===== config.mk =====
export PLATFORM = sky130hd
export DESIGN_NAME = wide_op_driver
export DESIGN_NICKNAME = d
export VERILOG_FILES = /design/src/rtl/wide_op_driver.sv
export SDC_FILE = /design/constraint.sdc
export NUM_CORES = 2
export LEC_CHECK = 0
export CORE_AREA = 5 5 330 332
export DETAILED_ROUTE_END_ITERATION = 10
export DIE_AREA = 0 0 335 337
export GPL_TIMING_DRIVEN = 0
export HOLD_SLACK_MARGIN = 0.15
export SYNTH_ARGS = -nofsm -noshare
export SYNTH_HDL_FRONTEND = slang
export SYNTH_SLANG_ARGS = --single-unit

===== constraint.sdc =====
create_clock -name clk -period 3 [get_ports clk]
set_input_delay 0.45 -clock clk [delete_from_list [all_inputs] [get_ports clk]]
set_output_delay 0.45 -clock clk [all_outputs]
set_load 0.01 [all_outputs]

===== src/rtl/wide_op_driver.sv =====
// Wide-adder initiator: loads op1/op2 from a narrow beat stream, fires the adder for one cycle,
// waits LAT cycles, captures res and streams it back. Optional self-check: WIDE_OP_DRIVER_CHECK_EN.
//
// state   | meaning
// LOAD_A  | accept op1 beats, LSB beat first
// LOAD_B  | accept op2 beats, LSB beat first
// ISSUE   | one-cycle adder enable (en1 + en2 = 8'hFF)
// WAIT    | capture-latency countdown, res sampled on terminal count
// DRAIN   | return result beats, done on the last handshake
module wide_op_driver #(
   parameter int WIDTH = 256,
   parameter int BEAT  = 32,
   parameter int LAT   = 2
) (
   input  logic             clk,
   input  logic             rst_n,
   input  logic             in_valid,
   output logic             in_ready,
   input  logic [BEAT-1:0]  in_data,
   output logic [WIDTH-1:0] op1,
   output logic [WIDTH-1:0] op2,
   output logic [7:0]       en1,
   output logic [7:0]       en2,
   input  logic [WIDTH-1:0] res,
   output logic             out_valid,
   input  logic             out_ready,
   output logic [BEAT-1:0]  out_data,
   output logic             done,
   output logic             busy,
   output logic             mismatch
);
   localparam int NB  = WIDTH / BEAT;
   localparam int BCW = (NB > 1) ? $clog2(NB) : 1;
   localparam int WCW = (LAT > 1) ? $clog2(LAT) : 1;
   localparam logic [BCW-1:0] LAST_BEAT = BCW'(NB - 1);
   localparam logic [WCW-1:0] WAIT_LOAD = WCW'(LAT - 1);

   typedef enum logic [2:0] {LOAD_A, LOAD_B, ISSUE, WAIT, DRAIN} state_t;

   state_t           state_q, state_d;
   logic [BCW-1:0]   beat_q;
   logic [WCW-1:0]   wait_q;
   logic [WIDTH-1:0] result_q;
   logic             accept, last_beat, capture, drain_hs;

   assign last_beat = (beat_q == LAST_BEAT);

   always_comb begin
      state_d   = state_q;
      in_ready  = 1'b0;
      en1       = 8'h00;
      en2       = 8'h00;
      out_valid = 1'b0;
      done      = 1'b0;
      busy      = 1'b1;
      accept    = 1'b0;
      capture   = 1'b0;
      drain_hs  = 1'b0;
      case (state_q)
         LOAD_A: begin
            in_ready = 1'b1;
            busy     = 1'b0;
            accept   = in_valid;
            if (accept && last_beat) state_d = LOAD_B;
         end
         LOAD_B: begin
            in_ready = 1'b1;
            accept   = in_valid;
            if (accept && last_beat) state_d = ISSUE;
         end
         ISSUE: begin
            en1     = 8'hFF;
            state_d = WAIT;
         end
         WAIT: begin
            if (wait_q == '0) begin
               capture = 1'b1;
               state_d = DRAIN;
            end
         end
         DRAIN: begin
            out_valid = 1'b1;
            drain_hs  = out_ready;
            if (drain_hs && last_beat) begin
               done    = 1'b1;
               state_d = LOAD_A;
            end
         end
         default: state_d = LOAD_A;
      endcase
   end

   // One beat counter serves loading and draining; it is back at 0 after every wrap.
   always_ff @(posedge clk) begin
      if (!rst_n) begin
         state_q  <= LOAD_A;
         beat_q   <= '0;
         wait_q   <= '0;
         op1      <= '0;
         op2      <= '0;
         result_q <= '0;
      end else begin
         state_q <= state_d;
         if (accept) begin
            if (state_q == LOAD_A) op1[BEAT*int'(beat_q) +: BEAT] <= in_data;
            else                   op2[BEAT*int'(beat_q) +: BEAT] <= in_data;
         end
         if (accept || drain_hs) beat_q <= last_beat ? '0 : beat_q + 1'b1;
         if (state_q == ISSUE)                wait_q <= WAIT_LOAD;
         else if (state_q == WAIT && !capture) wait_q <= wait_q - 1'b1;
         if (capture) result_q <= res;
      end
   end

   assign out_data = out_valid ? result_q[BEAT*int'(beat_q) +: BEAT] : '0;

`ifdef WIDE_OP_DRIVER_CHECK_EN
   logic [WIDTH-1:0] expect_sum;
   logic             mismatch_q;

   assign expect_sum = op1 + op2;

   always_ff @(posedge clk) begin
      if (!rst_n)                           mismatch_q <= 1'b0;
      else if (capture && res != expect_sum) mismatch_q <= 1'b1;
   end

   assign mismatch = mismatch_q;
`else
   assign mismatch = 1'b0;
`endif

endmodule


==> impl_metrics.toml <==
[status]
status = "finished, final reports clean"

[synth]
synth_cell_types = 42
synth_area_mm2 = 0.0313
synth_seq_cells = 775
synth_top_cell_area_share_pct = 49.6
synth-edff-count = 0
synth.area.top_cells = "dfxtp_1 (50%), mux2i_1 (17%), nand2_1 (13%)"
synth_top_cell_by_area = "dfxtp_1"
ys_warn_count = 0
yosys_most_used_dff = "dfxtp_1"
synth.avg_cell_area_um2 = 9.74
synth_cells = 3209
async_flop_share_pct = 0
synth-seq-area-share_pct = 49.6

[drt]
antenna_left = 0
route.detailed.drc = 0
via_count = 27400
wirelength_um = 149000
first_pass_iters = 5
post_drt_wl_per_cell_um = 26.3
viasPerCell = 4.85
dr.first_iter.drc_count = 1450

[floorplanning]
die_w_um = 335
coreArea_mm2 = 0.106
ios = 857
die-area_mm2 = 0.113
start_util_pct = 29.5
rows = 120
chipHeight_um = 337

[placed_design]
port_buffers = 847
dpl.hpwl_um = 118000
pre_cts_ws_ns = -1.33
globalplace.congestion = 0.885

[sta]
tightest_slew_ns = 1.32
layout_min_cycle_time_ns = 2.97
setup_slack_ns = 0.0286
hold_viol = 0
fin_tns_setup_ns = 0
rsz0062_at_grt = "yes"
slew_violations = 0
relSlewSlack_pct = 11.7
setup_violations = 0
clock.fmax_mhz = 337
fin_skew_ns = 0.0257
post-route-period-util_pct = 99.0

[setup_path]
reg2reg_to = "op2[86]"
worstPathMaxFanout = 8
critPathCaptureType = "output port"
reg2reg_depth = 11
reg2reg_from = "beat_q[1]"
path_cells = "buf_12 -> buf_12 -> buf_6 -> mux4_2 -> a22o_1 -> buf_6"
critical_path.slowest_cell = "mux4_2"
critPathArrivalTime_ns = 2.52
start_kind = "flip-flop"
cpPeakStageDelay_ns = 0.63
worstPathRequired_ns = 2.55
critPathKind = "flip-flop to output port"
ff2ff_setup_slack_ns = 0.17

[finish]
final_common_cell = "nand2_1"
final_cell_mix = "nand2_1 (1096), clkdlybuf4s50_1 (814), dfxtp_1 (772)"
drive_above_1_share_pct = 11.0
fillers = 10500
syn2layout_area_growth_pct = 44.8
multi_input_area_mm2 = 0.0144
seq_area_mm2 = 0.0155
nNetsFinal = 4481

[power_and_ir_drop]
p_leak_nw = 19.0
power_density_mw_per_mm2 = 522
ir_drop_v = 0.000446
power_w = 0.0236

[clocking]
clkTransAtPathRegs_ns = 0.06
cts_tree = "yes"
cts_sinks = 775
root_buffer = "clkbuf_16"
cts_buffer_depth = 3
postCtsHoldBufs = 0
ctsHtreeMaxLevel = 3
numCtsBuffers = 90
clock_latency_ns = 0.67

[hold_path]
worstHoldStart = "res[213]"
holdPathEnd = "result_q[213]"
min_path_type = "input pin to flip-flop"
hold_depth = 3

[global_route]
grt_max_degree = 14
grt_pass1_wl_um = 205000
antenna_found_initial = 10
grt_pass1_vias = 27300
grt_util_all_layers_pct = 25.2
overflow = 0

[run]
drv_cap = 0
==> worst max-delay path, delay by kind of cell, from the launching register on <==
family,cells,cell delay [ns]
compound gates,1,0.30
buf+inv,4,0.51
flops,1,0.38
mux,1,0.63
==> layer usage <==
metal	vias up	wire length [um]	global-route usage, %
li1	12700	-	-
met1	13300	57600	29.1
met2	1107	71500	43.3
met3	259	12300	7.47
met4	12	7700	11.1
met5	-	83	0
==> where the power goes <==
group	total, W	leakage, nW	switching [W]	internal (W)
Combinational	0.00189	11.2	0.00108	0.000817
Clock	0.0114	1.50	0.00472	0.00666
Sequential	0.0104	6.24	0.0000230	0.0103
==> metrics by stage <==
step | cells | instance area, um2 | hold slack, ns | utilization (%)
floorplan | 3217 | 31300 | 0.432 | -
global placement | 5467 | 41500 | 0.442 | 39.2
detailed placement | 5467 | 41500 | 0.444 | 39.2
CTS | 5654 | 45200 | 0.288 | 42.6
global route | 5656 | 45200 | 0.320 | 42.7
finish | 5659 | 45200 | 0.348 | 42.7
==> registers in the layout, summed over array words and instances, names as in the netlist <==
name and cells:
op2 256, op1 256, beat_q 3, result_q 256, wait_q 1, state_q 3
==> area by class of cell <==
| cell class | count | area share, % |
|---|---|---|
| repair buffers | 875 | 19.3 |
| well taps | 1403 | 3.88 |
| flip-flops and latches | 775 | 34.3 |
| clock buffers | 127 | 5.71 |
| multi-input cells | 2163 | 31.9 |
| diodes | 3 | 0.0166 |
| plain buffers | 272 | 3.80 |
| inverters | 5 | 0.0415 |
| clock inverters | 36 | 1.08 |
==> kinds of logic after synthesis <==
kind of cell | synth area share, %
other cells | 0.0120
simple gates | 17.0
fa+ha+maj | 0.280
flops | 49.6
mux | 21.1
compound gates | 7.18
buf+inv | 4.78
==> worst max path at each step <==
stage                              end  depth (start not counted)  slack [ns]       from
final                     out_data[16]                          6        0.03  beat_q[0]
after global routing      out_data[26]                          6       -0.03  beat_q[0]
after global placement        op1[109]                         11       -1.28  beat_q[1]
after floorplan               op1[100]                         12        0.26  beat_q[1]
after detailed placement      op1[188]                         11       -1.33  beat_q[1]
after CTS                 out_data[20]                          7       -0.15  beat_q[0]
==> cells in the mapped netlist, drive strengths merged (4+ instances only) <==
| cell type | count |
|---|---|
| a22o | 32 |
| ha | 7 |
| nand4b | 8 |
| mux4 | 64 |
| a21boi | 256 |
| a21oi | 4 |
| nand3 | 132 |
| buf | 137 |
| nand4 | 4 |
| nand2 | 1096 |
| inv | 5 |
| nor2 | 8 |
| dfxtp | 775 |
| nor2b | 6 |
| mux2i | 516 |
| clkbuf | 137 |
==> what timing repair did <==
action	4_1_cts	5_1_grt
pin swaps	21	7
setup endpoints to repair	553	152
cloned	3	0
resized for setup	252	43
setup buffers	22	5
Note: power is estimated with default switching activity, not from simulation.
